$ cat src/rtl/ysyx_23060072_ifu_ctrl.sv
// Instruction fetch controller: issues one memory request at a time and
// queues fetched {pc, instr} pairs in a 2-entry FIFO toward decode. An
// EX-stage redirect flushes the FIFO. A request that is still outstanding
// when the redirect arrives has its response thrown away.
//
// state | meaning
// ------+-------------------------------------------------------------
// REQ   | no request outstanding; may issue when not halted, FIFO not full
// WAIT  | one request outstanding; its response is pushed into the FIFO
// DRAIN | one request outstanding; its response is stale and dropped
module ysyx_23060072_ifu_ctrl #(
  parameter logic [31:0] RESET_PC = 32'h8000_0000
) (
  input  logic        clk,
  input  logic        rst,
  output logic        imem_req_o,
  output logic [31:0] imem_addr_o,
  input  logic        imem_gnt_i,
  input  logic        imem_rvalid_i,
  input  logic [31:0] imem_rdata_i,
  input  logic        redirect_i,
  input  logic [31:0] redirect_pc_i,
  input  logic        halt_i,
  output logic        id_valid_o,
  input  logic        id_ready_i,
  output logic [31:0] id_pc_o,
  output logic [31:0] id_instr_o
);

  typedef enum logic [1:0] {
    S_REQ   = 2'd0,
    S_WAIT  = 2'd1,
    S_DRAIN = 2'd2
  } state_t;

  state_t      state_q;
  state_t      state_d;
  logic [31:0] pc_q;
  logic [31:0] rec_pc_q;
  logic [31:0] fifo_pc_q    [2];
  logic [31:0] fifo_instr_q [2];
  logic        head_q;
  logic [1:0]  cnt_q;
  logic        tail;
  logic        issue;
  logic        push;
  logic        pop;

  // State register
  always_ff @(posedge clk) begin
    if (rst) begin
      state_q <= S_REQ;
    end else begin
      state_q <= state_d;
    end
  end

  // Next-state logic; a redirect decides whether the in-flight response is kept
  always_comb begin
    state_d = state_q;
    case (state_q)
      S_REQ: begin
        if (issue) begin
          state_d = redirect_i ? S_DRAIN : S_WAIT;
        end
      end
      S_WAIT: begin
        if (imem_rvalid_i) begin
          state_d = S_REQ;
        end else if (redirect_i) begin
          state_d = S_DRAIN;
        end
      end
      S_DRAIN: begin
        if (imem_rvalid_i) begin
          state_d = S_REQ;
        end
      end
      default: state_d = S_REQ;
    endcase
  end

  // Outputs and handshake strobes; decode sees only the FIFO head (no bypass)
  always_comb begin
    imem_req_o  = (state_q == S_REQ) & ~halt_i & ~rst & (cnt_q != 2'd2);
    imem_addr_o = pc_q;
    issue       = imem_req_o & imem_gnt_i;
    push        = (state_q == S_WAIT) & imem_rvalid_i & ~redirect_i;
    id_valid_o  = (cnt_q != 2'd0) & ~rst;
    id_pc_o     = id_valid_o ? fifo_pc_q[head_q] : 32'h0;
    id_instr_o  = id_valid_o ? fifo_instr_q[head_q] : 32'h0;
    pop         = id_valid_o & id_ready_i & ~redirect_i;
    tail        = head_q ^ cnt_q[0];
  end

  // Fetch PC: redirect wins, otherwise advance on each accepted request
  always_ff @(posedge clk) begin
    if (rst) begin
      pc_q <= RESET_PC;
    end else if (redirect_i) begin
      pc_q <= redirect_pc_i;
    end else if (issue) begin
      pc_q <= pc_q + 32'd4;
    end
  end

  // Remember the PC of the outstanding request to pair with its data
  always_ff @(posedge clk) begin
    if (rst) begin
      rec_pc_q <= RESET_PC;
    end else if (issue) begin
      rec_pc_q <= pc_q;
    end
  end

  // FIFO occupancy and head pointer; redirect empties the queue
  always_ff @(posedge clk) begin
    if (rst) begin
      cnt_q  <= 2'd0;
      head_q <= 1'b0;
    end else if (redirect_i) begin
      cnt_q  <= 2'd0;
    end else begin
      cnt_q <= cnt_q + {1'b0, push} - {1'b0, pop};
      if (pop) begin
        head_q <= ~head_q;
      end
    end
  end

  // FIFO storage; a push never targets a full queue since only one request flies
  always_ff @(posedge clk) begin
    if (push) begin
      fifo_pc_q[tail]    <= rec_pc_q;
      fifo_instr_q[tail] <= imem_rdata_i;
    end
  end

endmodule

$ cat config.mk
export PLATFORM = sky130hd
export DESIGN_NAME = ysyx_23060072_ifu_ctrl
export DESIGN_NICKNAME = d
export VERILOG_FILES = /design/src/rtl/ysyx_23060072_ifu_ctrl.sv
export SDC_FILE = /design/constraint.sdc
export NUM_CORES = 1
export LEC_CHECK = 0
export ABC_AREA = 1
export BUFFER_PORTS_ARGS = -buffer_cell sky130_fd_sc_hd__buf_4
export CAP_MARGIN = 20
export CORE_MARGIN = 3
export CORE_UTILIZATION = 46
export DETAILED_ROUTE_END_ITERATION = 10
export GPL_TIMING_DRIVEN = 0
export HOLD_SLACK_MARGIN = 0.06
export MAX_ROUTING_LAYER = met4
export PLACE_DENSITY = 0.75
export SETUP_SLACK_MARGIN = 0.4
export SYNTH_ARGS = -nofsm -noshare
export SYNTH_HDL_FRONTEND = slang
export SYNTH_SLANG_ARGS = --single-unit
$ cat constraint.sdc
create_clock -name clk -period 12.7 [get_ports clk]
set_input_delay 2.54 -clock clk [delete_from_list [all_inputs] [get_ports clk]]
set_output_delay 2.54 -clock clk [all_outputs]
set_load 0.05 [all_outputs]
==> results of run 1 <==
-- sequential cells by signal, summed over array words and instances (netlist names), named ones only --
signal,flops
head_q,1
fifo_instr_q,64
state_q,2
imem_addr_o,32
rec_pc_q,32
fifo_pc_q,64
cnt_q,2
-- worst max path at each step --
stage,to,slack (ps)
after global placement,fifo_instr_q[0][6],4450
final,id_pc_o[9],6140
after CTS,id_pc_o[9],6100
after floorplan,fifo_instr_q[0][0],6280
after detailed placement,id_pc_o[9],6100
after global routing,id_pc_o[13],5940
-- per-stage QoR --
step | hold slack (ps) | instances | cell area (um^2) | setup slack (ps)
floorplan | 420 | 873 | 8810 | 6280
global placement | 432 | 1268 | 10300 | 4450
detailed placement | 436 | 1272 | 10400 | 6100
CTS | 455 | 1304 | 11000 | 6100
global route | 473 | 1304 | 11000 | 5940
finish | 456 | 1304 | 11000 | 6140
-- routing by layer --
metal / track usage [%] / routed length [um] / vias up
met2: 33.8 / 9950 / 214
met5: - / 0 / -
met1: 26.3 / 9090 / 3035
met4: 5.69 / 340 / 0
met3: 4.33 / 1300 / 21
li1: - / - / 3245
-- kinds of logic after synthesis --
logic type               after synthesis  synth area share (%)
adder cells (fa/ha/maj)                3                 0.426
buffers and inverters                153                  7.17
XOR/XNOR                              16                  1.68
flip-flops                           198                  59.6
AND/OR/NAND/NOR                      328                  16.4
AO/OA/AOI/OAI                        111                  6.58
multiplexers                          64                  8.18
-- area by class of cell --
| cell class | instances | area (um^2) |
|---|---|---|
| Fill cell | 1569 | 7350 |
| Sequential cell | 198 | 5250 |
| Multi-Input combinational cell | 522 | 2950 |
| Timing Repair Buffer | 170 | 1330 |
| Clock buffer | 20 | 479 |
| Inverter | 117 | 439 |
| Tap cell | 229 | 287 |
| Buffer | 36 | 193 |
| Clock inverter | 12 | 128 |
-- worst register-to-register path, cell delays in order, from the launching register on --
cell	delay, ps
dfxtp_1	360
inv_1	70
nor2_1	90
nand3_1	210
nor2_4	570
buf_12	270
buf_12	220
-- cells in the final DEF (no fill, tap or decap), drive strengths merged --
master       instances
mux2                64
inv                124
buf                198
xnor2                2
o21ai               58
o211ai               1
a31oi                3
nand3               26
xor2                14
o21a                 2
ha                   3
dfxtp               70
a211oi               2
a21oi               45
clkinv               3
nand4                3
edfxtp             128
nor2                97
nand3b               6
and2                 1
clkinvlp             2
clkbuf              27
or2                  1
dlygate4sd1          1
nand2              194
-- synth_stat cells --
cell           count
nor2_1            83
nand3b_1           5
mux2_2            64
xnor2_1            2
nand4_4            1
clkbuf_1           7
nor2_8             2
nand2_2            7
and2_1             1
o21ai_0           56
nor2_4             7
or2_2              1
a21oi_2            2
a211oi_1           2
o211ai_1           1
a31oi_1            3
nor2_2             5
a21oi_1           43
dfxtp_1           70
buf_2             21
nand2_4            1
buf_6              2
nand3_2            1
o21ai_1            2
edfxtp_1         128
nand3b_2           1
xor2_1            13
nand4_1            2
xor2_2             1
inv_1            117
buf_1              2
nand3_1           25
o21a_1             2
dlygate4sd1_1      1
ha_1               3
nand2_1          186
buf_4              3
-- power groups by stage --
stage	combinational (mW)	clock, mW	sequential (mW)
3_5_place_dp	0.106	0	0.727
5_1_grt	0.115	0.580	0.715
2_1_floorplan	0.0410	0	0.745
3_3_place_gp	0.103	0	0.727
4_1_cts	0.106	0.549	0.713
6_report	0.106	0.540	0.713
==> results.cfg, run 1 <==
[synthesis]
synth_top_area_cell = edfxtp_1
synth_cell_types = 37
ys_seq_area_share_pct = 59.6
yosys-top-cells-area = edfxtp_1 (44%), dfxtp_1 (16%), mux2_2 (8.2%)
avgSynthCellArea_um2 = 10.1
syn_nets = 947
yosys_warnings = 0
syn_area_um2 = 8810
syn_inst = 873
ys_ff_latch = 198
yosysTopAreaCellShare_pct = 43.6

[setup_path]
crit_buf_inv = 7
reg2reg_slack_ps = 10600
critPathLaunchType = input port
arrival_ps = 4020
worstRegToRegCells = 6
critical_path.top_delay_family = buffers and inverters
startpoint = rst
rr_startpoint = state_q[0]
cp_cell_sequence = buf_6, inv_1, o21ai_0, inv_1, buf_2, buf_2, nand2_1, inv_1, buf_4
required_ps = 10160
critical-path-slowest-cell = buf_2
timing.rr.end = fifo_pc_q[0][29]
path_max_fanout = 10
cpMostUsedCell = inv_1
critPathKind = input port to primary output
cp-end-kind = primary output
max_stage_delay_ps = 270
cp_num_cells = 9

[clocking]
post_cts_buffers = 0
cts.clk_slew.worst_paths_ps = 80
cts_tree = yes
cts_num_sinks = 198
cts_buffers = 17
htree_levels = 4
clockBufferDepth = 2
postCtsHoldBufs = 0
clock_latency_ps = 440
cts-resized-gates = 0
cts_root_buf = clkbuf_16

[power]
p_leak_nw = 4.88
total_power_mw = 1.36
power.net_switching_mw = 0.337
pwr-share-clk_pct = 39.8
pwr-share-comb_pct = 7.8
ir_drop_v = 0.0000817
p_seq_share_pct = 52.5
sw_frac_of_total_pct = 24.8
intPower_mw = 1.02
pwr_density_cell_nw_per_um2 = 123

[sta]
period_share_pct = 51.7
slew_violations = 0
tightest_slew_ps = 597
hold_viol = 0
slew_headroom_pct = 60.1
finalSetupTns_ps = 0
fin_crit_ps = 6560
setup_violations = 0
max_freq_ghz = 0.152
rsz0062_at_grt = no
fin_skew_ps = 13.6

[route]
wl_per_cell_um = 15.8
routed_via_density = 5.00
ant_nets = 0
wirelength_um = 20700
drt-pass1-iter-count = 5
vias = 6515
drc_errors = 0
drt_iter0_markers = 385

[cells_and_area]
antennaDiodeCount = 0
fin_util_pct = 60.0
fin_nets = 1136
drive_above_1_share_pct = 30.0
area_growth_pct = 25.4

[floorplan]
io_pins = 169
rows = 49
die_h_um = 144
die-area_um2 = 20800
dieWidth_um = 144
coreArea_um2 = 18400
start_util_pct = 47.9

[place]
dp_hpwl_um = 15500
io_buffers = 166
gp_congestion = 0.936

[hold_path]
hold_start = rec_pc_q[29]
hold_class = flip-flop to flip-flop
min_to = fifo_pc_q[1][29]
hold_depth = 0

[grt]
antenna_found_initial = 0
grt_max_degree = 27
grt_util_all_layers_pct = 20.7
grt_overflow = 0
grt_pass1_wl_um = 32100
grt_pass1_vias = 6297

[outcome]
status = complete, no violations

[run]
maxCapViolCount = 0
Note: power is estimated with default switching activity, not from simulation.
==> run 2, diff against run 1 <==
Settings changed: ABC_AREA 1 to 0, PLACE_DENSITY 0.75 to 0.79.
Clock period 12.7 ns to 5.48 ns, I/O delays scaled along.
==> run 2 against run 1 <==
Die area decreased by 7.8%; cell count decreased by 16%; clock skew decreased by 4.2 ps; sequential power increased by 130%; first-iteration DRC count increased by 36%; wire length decreased by 5.9%; synthesized area decreased by 8.1%; clock power increased by 110%; sequential share of layout area increased by 3.4 points; cell area decreased by 6.8%; clock-buffer cell count decreased by 2; global-route usage decreased by 0.14 points; critical path type unchanged; largest cell class unchanged.
==> results.cfg, run 2 <==
[grt]
grt_overflow = 0
grt_pass1_wl_um = 30600
use_met2_pct = 32.0
grt_util_all_layers_pct = 20.5
use_met3_pct = 4.55
antenna_found_initial = 0
grt_pass1_vias = 5734
grt_max_degree = 28
met1_usage_pct = 27.4
grt_busiest_layer = met2

[clocking]
cts.clk_slew.worst_paths_ps = 70
htree_levels = 4
post_cts_buffers = 0
clockBufferDepth = 2
cts_buffers = 17
postCtsHoldBufs = 0
cts_num_sinks = 198
clock_latency_ps = 430
cts_tree = yes
cts_root_buf = clkbuf_16
cts-resized-gates = 0

[synthesis]
synth_top_area_cell = edfxtp_1
synth_cell_types = 46
synthArstFlopShare_pct = 0
synthTopCellsByCount = edfxtp_1 (128), nor2_1 (99), nand2_1 (73), dfxtp_1 (70), mux2i_1 (66)
yosysTopAreaCellShare_pct = 47.5
yosys.area_share.simple_pct = 15.3
syn_area_um2 = 8090
synth_edf_count = 128
synth_top_family_by_area = simple AND/OR/NAND/NOR gates
yosys-top-cells-area = edfxtp_1 (48%), dfxtp_1 (17%), mux2i_1 (8.2%)
ys_ff_latch = 198
synthMuxAreaShare_pct = 8.16
syn_inst = 674
synth.most_common_cell = edfxtp_1
synth-compound-area-share_pct = 7.81
syn_nets = 748
synth-xor-area-share_pct = 0.866
synth_top_flop_cell = edfxtp_1
synth_adder_area_share_pct = 0.464
ys_seq_area_share_pct = 64.8
avgSynthCellArea_um2 = 12.0
yosys_warnings = 0

[floorplan]
rows = 47
die-area_um2 = 19200
coreArea_um2 = 16900
die_h_um = 139
io_pins = 169
start_util_pct = 47.9
dieWidth_um = 139

[power]
pwr_density_cell_nw_per_um2 = 293
ir_drop_v = 0.000230
sw_frac_of_total_pct = 24.1
p_seq_share_pct = 54.3
intPower_mw = 2.29
pwr-share-comb_pct = 7.1
power.net_switching_mw = 0.727
total_power_mw = 3.02
pwr-share-clk_pct = 38.6
p_leak_nw = 3.72

[setup_path]
required_ps = 4380
arrival_ps = 3120
cp_cell_sequence = buf_4, clkbuf_1, o21bai_1, clkbuf_1, clkbuf_1, nor2_1, buf_4
cpMostUsedCell = clkbuf_1
max_stage_delay_ps = 510
worstRegToRegCells = 5
critPathKind = input port to primary output
critPathLaunchType = input port
cp-end-kind = primary output
cp_num_cells = 7
critical-path-slowest-cell = clkbuf_1
path_max_fanout = 10
crit_buf_inv = 5
critical_path.top_delay_family = buffers and inverters

[cells_and_area]
final_common_cell = buf_4
reg_top3 = fifo_instr_q (64), fifo_pc_q (64)
area_growth_pct = 27.2
layout_common_cells = buf_4 (168), edfxtp_1 (128), nor2_1 (98), nand2_1 (73), dfxtp_1 (70)
fin_util_pct = 61.0
drive_above_1_share_pct = 24.7
fillCellCount = 1384
stdcell_area_um2 = 10300
fin_nets = 939
antennaDiodeCount = 0

[sta]
max_freq_ghz = 0.237
hold_viol = 0
tightest_slew_ps = 774
period_share_pct = 76.9
fin_crit_ps = 4210
hold_ws_ps = 456
setup_violations = 0
slew_violations = 0
slew_headroom_pct = 48.4
fin_skew_ps = 9.41
rsz0062_at_grt = no

[place]
place_area_um2 = 9740
dp_hpwl_um = 13900
io_buffers = 168
gp_congestion = 0.882

[run]
maxCapViolCount = 0

[route]
routed_via_density = 5.49
vias = 6033
wl_per_cell_um = 17.7
wirelength_um = 19500
ant_nets = 0
drt_iter0_markers = 524
drt-pass1-iter-count = 5
drc_errors = 0

[hold_path]
hold_class = flip-flop to flip-flop
hold_depth = 0

[outcome]
status = complete, no violations
## run 2: changes by cell type in the layout (fill, tap and decap cells not counted), sizes merged, moves of 10 or more
cell / previous run / this run
a21oi: 45 / 31
a311oi: 0 / 22
buf: 198 / 183
clkbuf: 27 / 50
inv: 124 / 17
mux2: 64 / 0
mux2i: 0 / 66
nand2: 194 / 73
nand3: 26 / 9
nand4: 3 / 13
o21ai: 58 / 7
o31ai: 0 / 11
or4: 0 / 15
xor2: 14 / 4
## run 2: area by class of cell
type / instances / area (um^2) / share of cell area (%)
clock buffer: 18 / 439 / 4.27
tap: 220 / 275 / 2.67
inverter: 10 / 37.5 / 0.365
multi-input combinational: 423 / 2650 / 25.8
timing repair buffer: 172 / 1360 / 13.2
sequential: 198 / 5250 / 50.9
clock inverter: 14 / 119 / 1.15
buffer: 43 / 171 / 1.66
## run 2: power by group through the flow
stage	combinational [mW]	clock (mW)	sequential (mW)
6_report	0.215	1.16	1.64
4_1_cts	0.215	1.19	1.64
2_1_floorplan	0.0626	0	1.72
5_1_grt	0.229	1.26	1.64
3_5_place_dp	0.214	0	1.67
3_3_place_gp	0.209	0	1.67
## run 2: cells by family after synthesis
logic type / Yosys count
flip-flops: 198
buffers and inverters: 53
multiplexers: 66
AND/OR/NAND/NOR: 255
XOR/XNOR: 8
AO/OA/AOI/OAI: 91
adder cells (fa/ha/maj): 3
## run 2: worst paths after layout
check,slack [ps],start,end
setup reg to reg,2900,imem_addr_o[3],imem_addr_o[16]
hold / removal,460,rec_pc_q[31],fifo_pc_q[1][31]
hold reg to reg,460,rec_pc_q[31],fifo_pc_q[1][31]
setup / recovery,1270,rst,id_pc_o[22]
## run 2: layer usage
metal	vias up	wire, um
met5	-	0
met4	0	216
met3	23	1480
met2	303	9210
met1	2827	8560
li1	2880	-
## run 2: metrics by stage
stage	worst slack, ps	TNS, ps	std cells
global route	1050	0	1098
detailed placement	1170	0	1066
CTS	1160	0	1098
finish	1270	0	1098
global placement	-1560	-185220	1062
floorplan	473	0	674
==> run 3, diff against run 2 <==
Settings changed: PLACE_DENSITY 0.79 to 0.76.
Clock period 5.48 ns to 4 ns, I/O delays scaled along.
==> run 3 against run 2 <==
Cell count about the same; worst hold slack about the same; sequential power increased by 37%; sequential share of layout area decreased by 0.15 points; power increased by 40%; global-route usage about the same; clock power increased by 45%; critical endpoint is now id_instr_o[5].
==> results.cfg, run 3 (synthesis gave the netlist of run 2 again) <==
[outcome]
status = complete, no violations

[route]
top_layer = met4
met1_length_um = 8330
drt-pass1-iter-count = 5
wirelength_um = 19200
drt_iter0_markers = 509
routed_via_density = 5.48
ant_nets = 0
wl_per_cell_um = 17.5
vias = 6019
wl_met2_um = 9190
drc_errors = 0
wl_met3_um = 1460

[power]
pwr_density_cell_nw_per_um2 = 408
ir_drop_v = 0.000300
p_leak_nw = 3.74
total_power_mw = 4.22

[floorplan]
rows = 47
die-area_um2 = 19200
dieWidth_um = 139
die_h_um = 139
io_pins = 169
start_util_pct = 47.9
coreArea_um2 = 16900

[place]
dp_cells = 1066
gp_congestion = 0.898
place_area_um2 = 9720
dp_hpwl_um = 13900
io_buffers = 168

[setup_path]
path_max_fanout = 10
critical-path-slowest-cell = clkbuf_1
critPathKind = input port to primary output
cp-end-kind = primary output
crit_buf_inv = 5
cp_cell_sequence = buf_4, clkbuf_1, o21bai_1, clkbuf_2, clkbuf_1, nor2_1, buf_4
max_stage_delay_ps = 400
critPathLaunchType = input port
critical_path.top_delay_family = buffers and inverters
required_ps = 3200
arrival_ps = 2520

[clocking]
clock_latency_ps = 430
htree_levels = 4
cts_buffers = 17
cts_num_sinks = 198
clockBufferDepth = 2
cts_tree = yes
cts_root_buf = clkbuf_16
cts.clk_slew.worst_paths_ps = 70

[sta]
max_freq_ghz = 0.301
hold_viol = 0
tightest_slew_ps = 814
slew_violations = 0
slew_headroom_pct = 45.6
finalSetupTns_ps = 0
setup_violations = 0
fin_skew_ps = 11.6
period_share_pct = 83.0
fin_crit_ps = 3320
rsz0062_at_grt = no

[cells_and_area]
drive_above_1_share_pct = 24.7
area_growth_pct = 27.6
fin_nets = 939
stdcell_area_um2 = 10300
fin_util_pct = 61.2
instances_no_fill = 1099
reg_top3 = fifo_instr_q (64), fifo_pc_q (64)
layout_common_cells = buf_4 (168), edfxtp_1 (128), nor2_1 (98), nand2_1 (73), dfxtp_1 (70)
final_common_cell = buf_4

[grt]
grt_overflow = 0
antenna_found_initial = 1
grt_pass1_wl_um = 30500
grt_pass1_vias = 5790
grt_util_all_layers_pct = 20.5
grt_max_degree = 30

[hold_path]
hold_class = flip-flop to flip-flop

[run]
maxCapViolCount = 0
[run 3: area by class of cell]
| class | count | area, um^2 |
|---|---|---|
| clock buffer | 23 | 522 |
| inverter | 10 | 37.5 |
| buffer | 43 | 174 |
| fill | 1380 | 6550 |
| sequential | 198 | 5250 |
| multi-input combinational | 423 | 2650 |
| tap | 220 | 275 |
| clock inverter | 9 | 77.6 |
| timing repair buffer | 172 | 1340 |
| antenna | 1 | 2.50 |
[run 3: stage by stage]
stage                     setup slack (ps)  hold slack, ps
after detailed placement               289             438
after global routing                   486             463
after global placement                -929             433
final                                  679             456
after floorplan                        467             425
after CTS                              466             455
[run 3: worst paths after layout]
path	from	to	slack (ps)	cells after the start
setup reg to reg	imem_addr_o[7]	imem_addr_o[23]	1500	6
hold / removal	rec_pc_q[15]	fifo_pc_q[0][15]	460	0
hold reg to reg	rec_pc_q[15]	fifo_pc_q[0][15]	460	0
setup / recovery	rst	id_instr_o[5]	680	7
[run 3: worst register-to-register path, cell delays in order, from the launching register on]
cell and delay [ps]:
dfxtp_1 510, nand4_1 260, or4_1 560, buf_2 200
buf_6 150, or4_1 490, a311oi_1 260
[run 3: where the power goes]
part / switching [mW] / internal, mW
Combinational: 0.182 / 0.111
Sequential: 0.0491 / 2.20
Clock: 0.738 / 0.939
Total: 0.969 / 3.25
[run 3: layer usage]
metal / global-route usage (%) / vias to the layer above
met2: 32.0 / 269
met3: 5.00 / 16
li1: - / 2880
met5: - / -
met4: 5.41 / 0
met1: 27.2 / 2854
[run 3: repair_timing]
| item | 4_1_cts | 5_1_grt |
|---|---|---|
| endpoints found under the setup margin | 10 | 27 |
| setup buffers | 0 | 0 |
| resized for setup | 1 | 2 |
| hold buffers | 0 | 0 |
